## config.mk

```make
export PLATFORM = sky130hd
export DESIGN_NAME = nibble_serial_adder
export DESIGN_NICKNAME = d
export VERILOG_FILES = /design/src/rtl/nibble_serial_adder.sv
export SDC_FILE = /design/constraint.sdc
export NUM_CORES = 1
export LEC_CHECK = 0
export CAP_MARGIN = 10
export CORE_ASPECT_RATIO = 1.25
export CORE_MARGIN = 3
export CORE_UTILIZATION = 45
export DETAILED_ROUTE_END_ITERATION = 12
export HOLD_SLACK_MARGIN = 0.15
export PLACE_DENSITY = 0.72
export SLEW_MARGIN = 20
export SYNTH_ARGS = -nofsm -noshare
export SYNTH_HDL_FRONTEND = slang
export SYNTH_HIERARCHICAL = 1
export SYNTH_SLANG_ARGS = --single-unit
```

## constraint.sdc

```tcl
create_clock -name clk -period 9.4 [get_ports clk]
set_input_delay 2.35 -clock clk [delete_from_list [all_inputs] [get_ports clk]]
set_output_delay 2.35 -clock clk [all_outputs]
set_load 0.05 [all_outputs]
```

## src/rtl/nibble_serial_adder.sv

```systemverilog
// -----------------------------------------------------------------------------
// nibble_serial_adder
//   Multi-cycle WIDTH-bit adder that reuses a single 4-bit ripple-carry stage
//   (fulladder4bit). One operand pair is accepted per operation. The design
//   adds one nibble per clock, least-significant nibble first. The carry
//   between nibbles passes through a register.
//
// Ports
//   clk        : clock; all state changes on the rising edge
//   rst_n      : asynchronous active-low reset
//   in_valid   : a/b/c_in carry a valid operand pair
//   in_ready   : block is idle and can accept an operand pair
//   a, b       : WIDTH-bit operands
//   c_in       : carry into nibble 0
//   out_valid  : sum/c_out hold a completed result
//   out_ready  : consumer takes the result
//   sum        : registered WIDTH-bit sum
//   c_out      : registered carry out of the top nibble
// -----------------------------------------------------------------------------

// 4-bit ripple-carry adder stage: {c_out, sum} = a + b + c_in.
module fulladder4bit (
  input  logic [3:0] a,
  input  logic [3:0] b,
  input  logic       c_in,
  output logic [3:0] sum,
  output logic       c_out
);

  logic [4:0] carry;

  always_comb begin
    // NOTE: combinational logic uses blocking '=' so each bit sees the carry
    // produced by the previous iteration in the same evaluation. Every output
    // gets a default first, so no path can leave a latch behind.
    carry    = '0;
    sum      = '0;
    carry[0] = c_in;
    for (int i = 0; i < 4; i++) begin
      sum[i]       = a[i] ^ b[i] ^ carry[i];
      carry[i + 1] = (a[i] & b[i]) | (carry[i] & (a[i] ^ b[i]));
    end
    c_out = carry[4];
  end

endmodule

module nibble_serial_adder #(
  parameter int WIDTH = 16
) (
  input  logic             clk,
  input  logic             rst_n,
  input  logic             in_valid,
  output logic             in_ready,
  input  logic [WIDTH-1:0] a,
  input  logic [WIDTH-1:0] b,
  input  logic             c_in,
  output logic             out_valid,
  input  logic             out_ready,
  output logic [WIDTH-1:0] sum,
  output logic             c_out
);

  localparam int NIBBLES = WIDTH / 4;
  // The index is kept at least one bit wide, so WIDTH=4 still has a legal register.
  localparam int IDX_W   = (NIBBLES > 1) ? $clog2(NIBBLES) : 1;
  localparam logic [IDX_W-1:0] LAST_IDX = IDX_W'(NIBBLES - 1);

  typedef enum logic [1:0] {
    IDLE = 2'd0,
    RUN  = 2'd1,
    DONE = 2'd2
  } state_t;

  state_t           state;
  logic [IDX_W-1:0] idx;
  logic [WIDTH-1:0] a_q;
  logic [WIDTH-1:0] b_q;
  logic             carry_q;

  logic [3:0]       nib_a;
  logic [3:0]       nib_b;
  logic [3:0]       nib_sum;
  logic             nib_cout;

  // The shared adder stage always sees the current nibble of the latched operands.
  assign nib_a = a_q[4*idx +: 4];
  assign nib_b = b_q[4*idx +: 4];

  fulladder4bit u_stage (
    .a     (nib_a),
    .b     (nib_b),
    .c_in  (carry_q),
    .sum   (nib_sum),
    .c_out (nib_cout)
  );

  // The handshake outputs come straight from the registered state.
  assign in_ready  = (state == IDLE);
  assign out_valid = (state == DONE);

  always_ff @(posedge clk or negedge rst_n) begin
    if (!rst_n) begin
      state   <= IDLE;
      idx     <= '0;
      a_q     <= '0;
      b_q     <= '0;
      carry_q <= 1'b0;
      sum     <= '0;
      c_out   <= 1'b0;
    end else begin
      // NOTE: sequential state uses non-blocking '<=' so every register samples
      // values from before the edge, independent of statement order.
      case (state)
        IDLE: begin
          if (in_valid) begin
            a_q     <= a;
            b_q     <= b;
            carry_q <= c_in;
            idx     <= '0;
            sum     <= '0;
            state   <= RUN;
          end
        end

        RUN: begin
          sum[4*idx +: 4] <= nib_sum;
          carry_q         <= nib_cout;
          if (idx == LAST_IDX) begin
            c_out <= nib_cout;
            idx   <= '0;
            state <= DONE;
          end else begin
            idx <= idx + 1'b1;
          end
        end

        DONE: begin
          // The result stays held until the consumer takes it. The next accept
          // is possible only from IDLE, on a later edge.
          if (out_ready) begin
            state <= IDLE;
          end
        end

        default: state <= IDLE;
      endcase
    end
  end

endmodule

```

== Word level (Yosys, flattened, before mapping) ==
Cells that the tools add are included.

* Register bits: 54
* Bits of input ports: 37

* Add/subtract/negate cells: 2
* Eq/ne operators: 6
* Mux-type cells: 12
* Reductions and logical operators: 6
* Shift operators: 4
* Bitwise operators: 20

{| class="wikitable"
|+ Operator list
! operator !! number
|-
| negation 4 -> 34 bit || 1
|-
| variable shift 4 x 34 -> 16 bit, first input constant || 1
|-
| variable part select 4 x 34 -> 16 bit || 1
|-
| one-hot mux 16 bit (2 select lines) || 1
|-
| variable part select 16 x 5 -> 4 bit || 2
|-
| bitwise mux 16 bit || 1
|-
| two-way mux 16 bit || 1
|-
| two-way mux 2 bit || 5
|-
| AND 1 bit || 8
|-
| bitwise XOR 1 bit || 8
|-
| one-hot mux 2 bit (3 select lines) || 1
|-
| AND reduction 2 bit || 3
|-
| equality test 2 bit, second input constant || 2
|-
| inequality test 2 bit, second input constant || 2
|-
| bitwise OR 1 bit || 4
|-
| one-hot mux 2 bit (2 select lines) || 1
|-
| AND reduction 3 bit || 1
|-
| adder 2 x 1 -> 2 bit, second input constant || 1
|-
| equality test 2 x 1 -> 1 bit, second input constant || 1
|-
| zero test 2 bit || 1
|-
| inequality test 2 x 1 -> 1 bit, second input constant || 1
|-
| one-hot mux 1 bit (2 select lines) || 1
|-
| nonzero test 2 bit || 1
|-
| two-way mux 1 bit || 1
|}

== Longest topological paths before layout ==
Gate-level depths: netlist of the first run.

* Word-level depth: 12
* Gate-level depth with buffers: 13
* Depth with buffers taken out: 11

== By module ==
Netlist of the first run, hierarchy kept.

{| class="wikitable"
|+ By module, submodules not included
! module !! instances !! cells each !! area an instance (sq um)
|-
| nibble_serial_adder || 1 || 161 || 2542.4
|-
| fulladder4bit || 1 || 14 || 117.6
|}

== Least setup slack after synthesis of the first run ==
Ideal clock, no wire load.

* Path kind: register to output
* Start: register state[0]
* End: output out_valid
* Arrival: 1.324 ns
* Required time: 7.050 ns
* Cell stages (with the launch flop): 3
* Slack: 5.726 ns
* Cells stage by stage: dfrtp_1 -> buf_2 -> nor2b_1

* Word-level cells in the longest chain between the ends: 1

{| class="wikitable"
|+ Ends and longest elaborated chain
! element !! line !! text
|-
| start: declaration || 75 || <nowiki>state_t state;</nowiki>
|-
| start signal: assignment || 104 || <nowiki>state <= IDLE;</nowiki>
|-
| start signal: assignment || 122 || <nowiki>state <= RUN;</nowiki>
|-
| start signal: assignment || 132 || <nowiki>state <= DONE;</nowiki>
|-
| equality test 2 bit || 100 || <nowiki>assign out_valid = (state == DONE);</nowiki>
|-
| end: declaration || 58 || <nowiki>output logic out_valid,</nowiki>
|}

No other way between the ends.

== Worst setup path after layout of the first run ==
* Start: register state[1]
* End: output out_valid

The elaborated chain is that of the path after synthesis.

==> results of run 1 <==
[synth_stat cells]
library cell and count:
a22o_1 17, a21o_1 4, a21oi_1 2, inv_1 12
nand2b_1 3, fa_1 4, mux2_2 2, nand2b_4 1
nor3_2 1, buf_2 2, o31ai_1 1, buf_6 5
dfrtp_1 54, and2_1 1, clkbuf_1 1, mux4_2 8
ha_1 6, o21ai_0 1, and3b_1 1, nor2b_1 1
and2b_1 1, nor2_2 1, nor4_2 1, mux2_1 1
nor4b_2 2, buf_4 1, nand2_1 10, mux2_4 30
o21bai_1 1
[power breakdown]
group / leakage [nW] / total, mW / switching (mW) / internal (mW)
clock: 0.0587 / 0.159 / 0.0782 / 0.0808
sequential: 0.672 / 0.432 / 0.0935 / 0.338
combinational: 0.762 / 0.692 / 0.355 / 0.337
total: 1.49 / 1.28 / 0.526 / 0.756
[registers in the layout, summed over array words and instances, names as in the netlist]
| register | cells |
|---|---|
| sum | 16 |
| a_q | 16 |
| b_q | 16 |
| c_out | 1 |
| carry_q | 1 |
| idx | 2 |
| state | 2 |
[cell families after synthesis]
| kind of cell | count (synthesis) | synth area share [%] |
|---|---|---|
| DFF | 54 | 50.80 |
| muxes | 41 | 24.98 |
| buffers and inverters | 21 | 4.609 |
| and+or+nand+nor | 23 | 5.927 |
| adders and majority gates | 10 | 5.833 |
| AOI/OAI and AO/OA | 26 | 7.855 |
[routing by layer]
layer / GRT usage (%) / routed length (µm) / vias to the layer above
li1: - / - / 731
met1: 19.80 / 2138 / 735
met2: 23.90 / 2383 / 44
met3: 3.399 / 186 / 6
met4: 5.341 / 57 / 0
met5: 0 / 0 / -
[final timing paths]
| check | from | endpoint | cells after the start | slack, ns |
|---|---|---|---|---|
| worst min-delay path | c_out | c_out | 1 | 0.51 |
| max in group asynchronous | rst_n | b_q[3] | 2 | 6.81 |
| worst max register to register | idx[0] | sum[7] | 10 | 5.95 |
| worst max-delay path | state[1] | out_valid | 2 | 5.12 |
| worst min register to register | c_out | c_out | 1 | 0.51 |
| min in group asynchronous | rst_n | sum[11] | 2 | 2.15 |
[layout make-up]
type                       count  area, µm²  area share [%]
inverter                      12      45.04           1.351
sequential                    54       1351           40.54
clock buffer                   5      68.82           2.065
clock inverter                 3      47.55           1.426
tap                           64      80.08           2.402
timing repair buffer          56      553.0           16.59
multi-input combinational    100       1187           35.62
[critical path: cells and delay by family (launching register included)]
kind                   cells  cell delay (ns)
buffers and inverters      1             0.83
flip-flops                 1             0.56
AND/OR/NAND/NOR            1             0.23
[through the flow]
| step | util, % | hold slack, ns | setup slack [ns] | instances |
|---|---|---|---|---|
| detailed placement | 57.52 | 0.4924 | 5.141 | 286 |
| global placement | 57.52 | 0.4882 | 5.155 | 286 |
| global route | 59.60 | 0.5267 | 4.999 | 294 |
| finish | 59.60 | 0.5085 | 5.120 | 294 |
| floorplan | - | 0.4695 | 5.726 | 175 |
| CTS | 59.60 | 0.5175 | 5.094 | 294 |
==> qor.log, run 1 <==
[detailed_routing] routed vias/inst 5.156
[setup_path] endpoint kind of the worst setup timing path output pin
[cells_and_area] number of diodes added for antenna fixing 0
[cells_and_area] commonest cells after routing, fill and taps aside dfrtp_1, clkdlybuf4s50_1, mux2_4, a22o_1, inv_1
[floorplanning] width of the die 74.77 µm
[detailed_routing] number of nets still failing antenna checks after routing 0
[synth] number of register bits inferred by synthesis 54
[clocking] maximum level of the CTS H-tree 2
[sta] worst slew margin relative to its limit 32.75%
[clocking] clock-pin slew on the worst setup and hold paths 0.10 ns
[sta] Clock Skew 0.01617 ns
[sta] setup total negative slack 0 ns
[setup_path] required time reported for the critical path endpoint 7.05 ns
[power] LEAKAGE 1.493 nW
[floorplanning] CORE AREA 5593 µm²
[floorplanning] Die Y 91.96 µm
[synth] synthesized net count 222
[job] number of violations of the max-capacitance limit 0
[clocking] number of setup buffers added after CTS 0
[synth] Mapped Avg Cell Area 15.20 µm²
[power] power density over the cells 384.8 nW/µm²
[grt] largest net degree at the start of global routing 55
[grt] initial antenna violation count 0
[detailed_routing] vias after detailed routing 1516
[grt] vias in the first global route 1582
[floorplanning] die footprint 6875 µm²
[sta] Setup Viol. Count Final 0
[synth] part of the Yosys area used for sequential elements 50.80%
[power] Power Total 1.283 mW
[grt] global-route congestion overflow total 0
[placement] gp weighted congestion 0.7555
[sta] Max Transition Viols Final 0
[cells_and_area] share of final-layout standard cells stronger than drive strength 1 24.78%
[synth] synthesized instance count 175
[setup_path] category of the most critical setup path reg2out
[synth] proportion of netlist area held by the largest area contributor 50.80%
[clocking] CTS Root Buffer Type clkbuf_8
[setup_path] cells traversed along the worst timing path nor2b_1, clkdlybuf4s50_1
[cells_and_area] area added between synthesis and finish 25.31%
[power] VDD IR-drop max 0.0001853 V
[clocking] Bufs on Longest Clock Path 2
[synth] Yosys top cell by area dfrtp_1
[grt] first-pass GRT wire length 7776 µm
[run_status] status finished, final reports clean
[hold_path] path class of the lowest-slack min-delay path reg2reg
[setup_path] CP peak stage delay 0.83 ns
[sta] maximum achievable frequency 233.6 MHz
[floorplanning] initial cell density of the core 47.56%
[sta] Hold Fails Final Rpt 0
[setup_path] category of the worst setup path launch point flip-flop
[detailed_routing] average routed wire per standard cell 16.21 µm
[clocking] total clock buffers created by CTS 5
[cells_and_area] Post-layout nets 276
[clocking] clock tree from TritonCTS yes
[setup_path] crit path max fanout 10
[clocking] Post-CTS Resized 0
[sta] minimum period implied by the final worst setup slack 4.280 ns
[placement] Post-DP Area 3217 µm²
[clocking] number of clock sinks 54
[clocking] # hold bufs at CTS 0
[floorplanning] number of top-level pins 56
[sta] fin crit share 45.53%
[synth] count of synthesis-stage warnings from yosys 6
[detailed_routing] DRC violation count after routing 0
[detailed_routing] Pre-Repair DR Iteration Count 4
[detailed_routing] Initial DRC Count 38
[sta] Worst Max-Slew Pin Slew 1.009 ns
[floorplanning] number of cell rows 30
[synth] most area-consuming cells after synthesis dfrtp_1, mux2_4, mux4_2, a22o_1, fa_1
[placement] Port Buffer Count 55
[detailed_routing] total wire length after detailed routing 4765 µm
[cells_and_area] FILL cells 433
[setup_path] endpoint arrival time on the critical path 1.93 ns
[clocking] clock latency on the worst-skew pair 0.32 ns
[setup_path] critical-path cell with the highest stage delay clkdlybuf4s50_1
[grt] GRT Resource Usage Total 14.99%
[synth] count of distinct cell types in the synthesized netlist 29
[sta] setup repair after global routing missed its margin no
[placement] post-DP HPWL 3589 µm
[cells_and_area] Finished Cell Area 3333 µm²
[synth] Netlist Area Pre-Place 2660 µm²
No activity file was read; power rests on OpenSTA's default activity.
==> run 2: changes to the inputs <==
Settings changed: PLACE_DENSITY 0.72 to 0.75.
Clock period 9.4 ns to 3.6 ns, I/O delays scaled along.
==> run 2 against run 1 <==
  * First-iteration DRC count rose to 2.6 times the previous value
  * Combinational power grew to 2.7 times the previous value
  * Via count rose by 4.6%
  * Cell count rose by 1.0%
  * Critical path depth increased by 8
  * Global-route usage rose by 1.8 points
  * Sequential cell count unchanged
  * Setup slack worse by 4.5 ns
  * Count of clock-buffer cells in the layout increased by 2
  * Wire length increased by 6.6%
  * Critical path type is now reg2reg
==> qor.log, run 2 (synthesis gave the netlist of run 1 again) <==
[run_status] status finished, final reports clean
[sta] setup repair after global routing missed its margin no
[detailed_routing] average routed wire per standard cell 17.11 µm [+5.6%]
[cells_and_area] Sequential Area 1351 µm² [unchanged]
[clocking] Bufs on Longest Clock Path 2 [unchanged]
[sta] fin crit share 82.93%
[setup_path] FF-to-FF setup slack 0.61 ns [-5.34 ns]
[setup_path] required time reported for the critical path endpoint 3.84 ns [-3.21 ns]
[placement] Port Buffer Count 55 [unchanged]
[setup_path] category of the most critical setup path reg2reg
[grt] GRT Resource Usage Total 16.76% [+1.8 points]
[detailed_routing] Pre-Repair DR Iteration Count 4 [unchanged]
[sta] Worst Max-Slew Pin Slew 0.7578 ns [-0.2509 ns]
[cells_and_area] number of diodes added for antenna fixing 0 [unchanged]
[placement] post-DP HPWL 3923 µm [+9.3%]
[cells_and_area] commonest cells after routing, fill and taps aside dfrtp_1, clkdlybuf4s50_1, mux2_4, a22o_1, inv_1
[setup_path] endpoint kind of the worst setup timing path flip-flop
[setup_path] category of the worst setup path launch point flip-flop
[detailed_routing] Initial DRC Count 99 [+160%]
[sta] Max Transition Viols Final 0 [unchanged]
[cells_and_area] final std cells w/o fill 297 [+1.0%]
[sta] maximum achievable frequency 334.9 MHz
[detailed_routing] routed vias/inst 5.340 [+3.6%]
[sta] worst slew margin relative to its limit 49.48% [+17 points]
[sta] setup slack after layout 0.6144 ns [-4.505 ns]
[clocking] clock latency on the worst-skew pair 0.30 ns [-0.02 ns]
[hold_path] path class of the lowest-slack min-delay path reg2reg
[placement] gp weighted congestion 0.7451 [-1.4%]
[sta] setup total negative slack 0 ns [unchanged]
[clocking] number of setup buffers added after CTS 0 [unchanged]
[clocking] maximum level of the CTS H-tree 2 [unchanged]
[detailed_routing] number of nets still failing antenna checks after routing 0 [unchanged]
[grt] first-pass GRT wire length 8700 µm [+12%]
[grt] initial antenna violation count 0 [unchanged]
[cells_and_area] area used by multi-input combinational logic 1187 µm² [unchanged]
[floorplanning] die footprint 6875 µm² [unchanged]
[placement] worst slack after detailed placement 0.5917 ns [-4.549 ns]
[grt] global-route congestion overflow total 0 [unchanged]
[cells_and_area] share of final-layout standard cells stronger than drive strength 1 25.32% [+0.54 points]
[cells_and_area] area added between synthesis and finish 25.21% [about the same]
[power] LEAKAGE 1.498 nW [+0.32%]
[cells_and_area] Final Core Density 59.55% [about the same]
[detailed_routing] vias after detailed routing 1586 [+4.6%]
[clocking] clock-pin slew on the worst setup and hold paths 0.09 ns [about the same]
[detailed_routing] DRC violation count after routing 0 [unchanged]
[sta] Hold Fails Final Rpt 0 [unchanged]
[clocking] clock tree from TritonCTS yes
[job] number of violations of the max-capacitance limit 0 [unchanged]
[sta] Setup Viol. Count Final 0 [unchanged]
[floorplanning] Die Y 91.96 µm [unchanged]
[floorplanning] initial cell density of the core 47.56% [unchanged]
[grt] vias in the first global route 1707 [+7.9%]
[power] VDD IR-drop max 0.0005244 V [+180%]
[floorplanning] width of the die 74.77 µm [unchanged]
[floorplanning] number of cell rows 30 [unchanged]
[setup_path] endpoint arrival time on the critical path 3.23 ns [+1.30 ns]
[floorplanning] number of top-level pins 56 [unchanged]
[sta] minimum period implied by the final worst setup slack 2.986 ns
[power] power density over the cells 1001 nW/µm² [+160%]
[clocking] Post-CTS Resized 0 [unchanged]
[cells_and_area] FILL cells 447 [+3.2%]
[clocking] # hold bufs at CTS 0 [unchanged]
[cells_and_area] biggest regs a_q: 16 flops, b_q: 16 flops, sum: 16 flops
[grt] largest net degree at the start of global routing 36 [-35%]
[cells_and_area] Post-layout nets 279 [+1.1%]
[sta] Clock Skew 0.01193 ns [-0.004233 ns]
[placement] DP Cell Count 289 [+1.0%]
[clocking] CTS Root Buffer Type clkbuf_8
[setup_path] crit path max fanout 6 [-4]
[detailed_routing] total wire length after detailed routing 5081 µm [+6.6%]
[clocking] total clock buffers created by CTS 5 [unchanged]
[clocking] number of clock sinks 54 [unchanged]
[floorplanning] CORE AREA 5593 µm² [unchanged]
## run 2: cell count changes in the layout (fill, tap and decap cells not counted), sizes merged
cell | before | now
buf | 2 | 5
bufinv | 1 | 0
clkbuf | 5 | 7
inv | 13 | 12
## run 2: final timing paths
check	startpoint	end	depth (start not counted)
min	b_q[13]	b_q[13]	1
min in group asynchronous	rst_n	sum[6]	1
min reg2reg	b_q[13]	b_q[13]	1
max	idx[0]	sum[3]	10
max in group asynchronous	rst_n	b_q[7]	2
max reg2reg	idx[0]	sum[3]	10
## run 2: layout make-up
cell class | instances | share of cell area, %
clock buffer | 7 | 2.592
clock inverter | 1 | 0.1503
inverter | 12 | 1.352
multi-input combinational | 100 | 35.65
sequential | 54 | 40.57
tap | 64 | 2.404
timing repair buffer | 59 | 17.28
## run 2: stage by stage
step / cell area (µm²) / hold WS, ns / power, mW
finish: 3331 / 0.5095 / 3.334
floorplan: 2660 / 0.4695 / 2.492
detailed placement: 3239 / 0.4919 / 3.018
global route: 3331 / 0.5303 / 3.585
global placement: 3239 / 0.4910 / 2.969
CTS: 3331 / 0.5104 / 3.367
## run 2: report_power, final
group	internal, mW	total (mW)	leakage, nW	switching, mW
Clock	0.156	0.341	0.0482	0.186
Sequential	0.885	1.10	0.672	0.211
Combinational	0.902	1.90	0.778	0.994
Total	1.94	3.33	1.50	1.39
## run 2: critical path, stage by stage (launching register included)
cell,delay (ns)
dfrtp_1,0.54
mux4_2,0.57
fa_1,0.42
inv_1,0.08
fa_1,0.16
inv_1,0.05
fa_1,0.35
inv_1,0.07
fa_1,0.41
inv_1,0.14
a22o_1,0.15
## run 2: per-layer routing
layer  global-route usage [%]  routed length [µm]  vias up
met4                    4.451                  64        0
li1                         -                   -      732
met3                    2.961                 195        6
met1                    23.48                2222      799
met5                        0                   0        -
met2                    26.69                2598       49
==> run 3: changes to the inputs <==
Clock period 3.6 ns to 2.7 ns, I/O delays scaled along.
==> run 3 against run 2 <==
  * The run now ends with setup timing left
  * Non-clock buffer count rose by 2
  * Setup slack got worse by 0.62 ns
  * Global-route usage rose by 0.23 points
  * Count of clock-buffer cells in the layout rose by 1
  * Hold slack got worse by 0.12 ns
  * Clock power rose by 51%
  * First-iteration DRC count fell by 23%
  * Fmax rose by 10%
  * Register-to-register slack got worse by 0.62 ns
  * Via count rose by 1.5%
  * Combinational power rose by 43%
  * Largest cell class unchanged
  * Largest power group unchanged
  * Highest routed layer unchanged
==> qor.log, run 3 (synthesis gave the netlist of run 1 again) <==
[run_status] status finished, violations left
[run_status] failing checks setup timing
[job] number of violations of the max-capacitance limit 0 [unchanged]
[grt] first-pass GRT wire length 8845 µm [+1.7%]
[cells_and_area] FILL cells 441 [-1.3%]
[setup_path] FF-to-FF setup slack -0.008 ns [-0.62 ns]
[sta] Setup Viol. Count Final 4 [+4]
[hold_path] path class of the lowest-slack min-delay path in2async
[clocking] maximum level of the CTS H-tree 2 [unchanged]
[clocking] clock-pin slew on the worst setup and hold paths 0.09 ns [about the same]
[power] power density over the cells 1380 nW/µm² [+38%]
[grt] vias in the first global route 1726 [+1.1%]
[detailed_routing] vias after detailed routing 1609 [+1.5%]
[floorplanning] die footprint 6875 µm² [unchanged]
[sta] setup total negative slack -0.02225 ns [-0.02225 ns]
[clocking] clock tree from TritonCTS yes
[sta] minimum period implied by the final worst setup slack 2.708 ns [-0.2773 ns]
[power] Cell Int Power 2.757 mW [+42%]
[floorplanning] number of cell rows 30 [unchanged]
[placement] gp weighted congestion 0.7790 [+4.5%]
[cells_and_area] Final Core Density 60.87% [+1.3 points]
[placement] Post-DP Area 3287 µm² [+1.5%]
[grt] GRT Resource Usage Total 16.99% [+0.23 points]
[sta] worst slew margin relative to its limit 55.17% [+5.7 points]
[placement] post-DP HPWL 4019 µm [+2.4%]
[placement] Port Buffer Count 55 [unchanged]
[power] switching part of the total 41.32% [-0.41 points]
[setup_path] required time reported for the critical path endpoint 2.95 ns [-0.89 ns]
[placement] worst slack after detailed placement -0.04296 ns [-0.6347 ns]
[setup_path] endpoint kind of the worst setup timing path flip-flop
[cells_and_area] commonest cells after routing, fill and taps aside clkdlybuf4s50_1, dfrtp_1, mux2_4, a22o_1, nand2_1
[clocking] CTS Root Buffer Type clkbuf_8
[power] VDD IR-drop max 0.0005536 V [+5.6%]
[sta] Worst Max-Slew Pin Slew 0.6724 ns [-0.08534 ns]
[detailed_routing] number of nets still failing antenna checks after routing 0 [unchanged]
[cells_and_area] Post-layout nets 281 [+0.72%]
[setup_path] Critical R2R Launch idx[0]
[grt] initial antenna violation count 0 [unchanged]
[grt] global-route congestion overflow total 0 [unchanged]
[cells_and_area] final std cells w/o fill 299 [+0.67%]
[clocking] clock latency on the worst-skew pair 0.31 ns [about the same]
[power] Power Total 4.698 mW [+41%]
[floorplanning] number of top-level pins 56 [unchanged]
[power] Psw 1.941 mW [+40%]
[floorplanning] initial cell density of the core 47.56% [unchanged]
[sta] WHS 0.3913 ns [-0.1182 ns]
[setup_path] crit path max fanout 4 [-2]
[detailed_routing] average routed wire per standard cell 17.53 µm [+2.4%]
[power] Comb pwr share 57.9% [+1.0 points]
[sta] Clock Skew 0.007020 ns [-0.004915 ns]
[setup_path] category of the worst setup path launch point flip-flop
[sta] Hold Fails Final Rpt 0 [unchanged]
[floorplanning] CORE AREA 5593 µm² [unchanged]
[clocking] number of clock sinks 54 [unchanged]
[sta] maximum achievable frequency 369.2 MHz [+10%]
[cells_and_area] number of diodes added for antenna fixing 0 [unchanged]
[sta] setup slack after layout -0.008288 ns [-0.6227 ns]
[placement] DP Cell Count 291 [+0.69%]
[clocking] number of setup buffers added after CTS 0 [unchanged]
[cells_and_area] most common cell after layout, fill and taps aside clkdlybuf4s50_1
[cells_and_area] area added between synthesis and finish 27.99%
[clocking] Bufs on Longest Clock Path 2 [unchanged]
[floorplanning] Die Y 91.96 µm [unchanged]
[detailed_routing] Initial DRC Count 76 [-23%]
[power] portion of total power attributed to the clock network 11.0% [+0.8 points]
[floorplanning] width of the die 74.77 µm [unchanged]
[detailed_routing] routed vias/inst 5.381 [+0.77%]
[setup_path] launching element of the worst setup path idx[0]
[clocking] total clock buffers created by CTS 5 [unchanged]
[power] LEAKAGE 1.521 nW [+1.5%]
[detailed_routing] Pre-Repair DR Iteration Count 4 [unchanged]
[sta] setup repair after global routing missed its margin yes
[sta] Max Transition Viols Final 0 [unchanged]
[cells_and_area] share of final-layout standard cells stronger than drive strength 1 30.64% [+5.3 points]
[sta] fin crit share 100.3% [+17 points]
[setup_path] endpoint arrival time on the critical path 2.96 ns [-0.27 ns]
[detailed_routing] total wire length after detailed routing 5240 µm [+3.1%]
[detailed_routing] DRC violation count after routing 0 [unchanged]
[setup_path] category of the most critical setup path reg2reg
[power] sequential share of power 31.2% [-1.7 points]
[cells_and_area] Finished Cell Area 3405 µm² [+2.2%]
[cells_and_area] biggest regs a_q: 16 flops, b_q: 16 flops, sum: 16 flops
[setup_path] FF-to-FF path depth 10 [unchanged]
[grt] largest net degree at the start of global routing 33 [-8.3%]
## run 3: cell count changes in the layout (fill, tap and decap cells not counted), moves of 2 or more
cell | before | now
fa_1 | 4 | 0
fa_2 | 0 | 4
inv_1 | 12 | 8
inv_2 | 0 | 4
buf_12 | 0 | 2
clkbuf_8 | 6 | 8
## run 3: power groups by stage
| stage | Combinational (mW) | Clock, mW | Sequential [mW] |
|---|---|---|---|
| finish | 2.72 | 0.515 | 1.46 |
| global route | 2.93 | 0.564 | 1.52 |
| CTS | 2.69 | 0.525 | 1.47 |
| detailed placement | 2.67 | 0 | 1.48 |
| global placement | 2.61 | 0 | 1.46 |
| floorplan | 1.76 | 0 | 1.65 |
## run 3: worst max-delay path, cell delays in order, from the launching register on
cell     delay (ns)
dfrtp_2        0.41
mux4_2         0.54
fa_2           0.37
inv_2          0.06
fa_2           0.18
inv_2          0.04
fa_2           0.33
inv_2          0.06
fa_2           0.43
inv_2          0.10
a22o_1         0.13
## run 3: final timing paths
kind / to
min in group clk: sum[0]
worst max-delay path: sum[11]
worst min-delay path: sum[5]
worst min register to register: sum[0]
max in group asynchronous: idx[0]
worst max register to register: sum[11]
## run 3: layout make-up
type / count / area, µm² / share of cell area [%]
sequential: 54 / 1353 / 39.73
inverter: 12 / 45.04 / 1.323
multi-input combinational: 100 / 1201 / 35.28
timing repair buffer: 61 / 615.6 / 18.08
clock buffer: 8 / 110.1 / 3.234
tap: 64 / 80.08 / 2.352
## run 3: per-layer routing
layer | vias to the layer above | GRT usage, % | part of all wire [%]
met3 | 8 | 3.838 | 3.3
met4 | 0 | 5.786 | 1.8
li1 | 740 | - | -
met2 | 43 | 27.57 | 52
met5 | - | 0 | 0
met1 | 818 | 22.09 | 43
## run 3: what timing repair did
action,CTS,global route
pin swaps,2,0
resized for setup,1,3
hold buffers,0,0
endpoints found under the setup margin,4,6
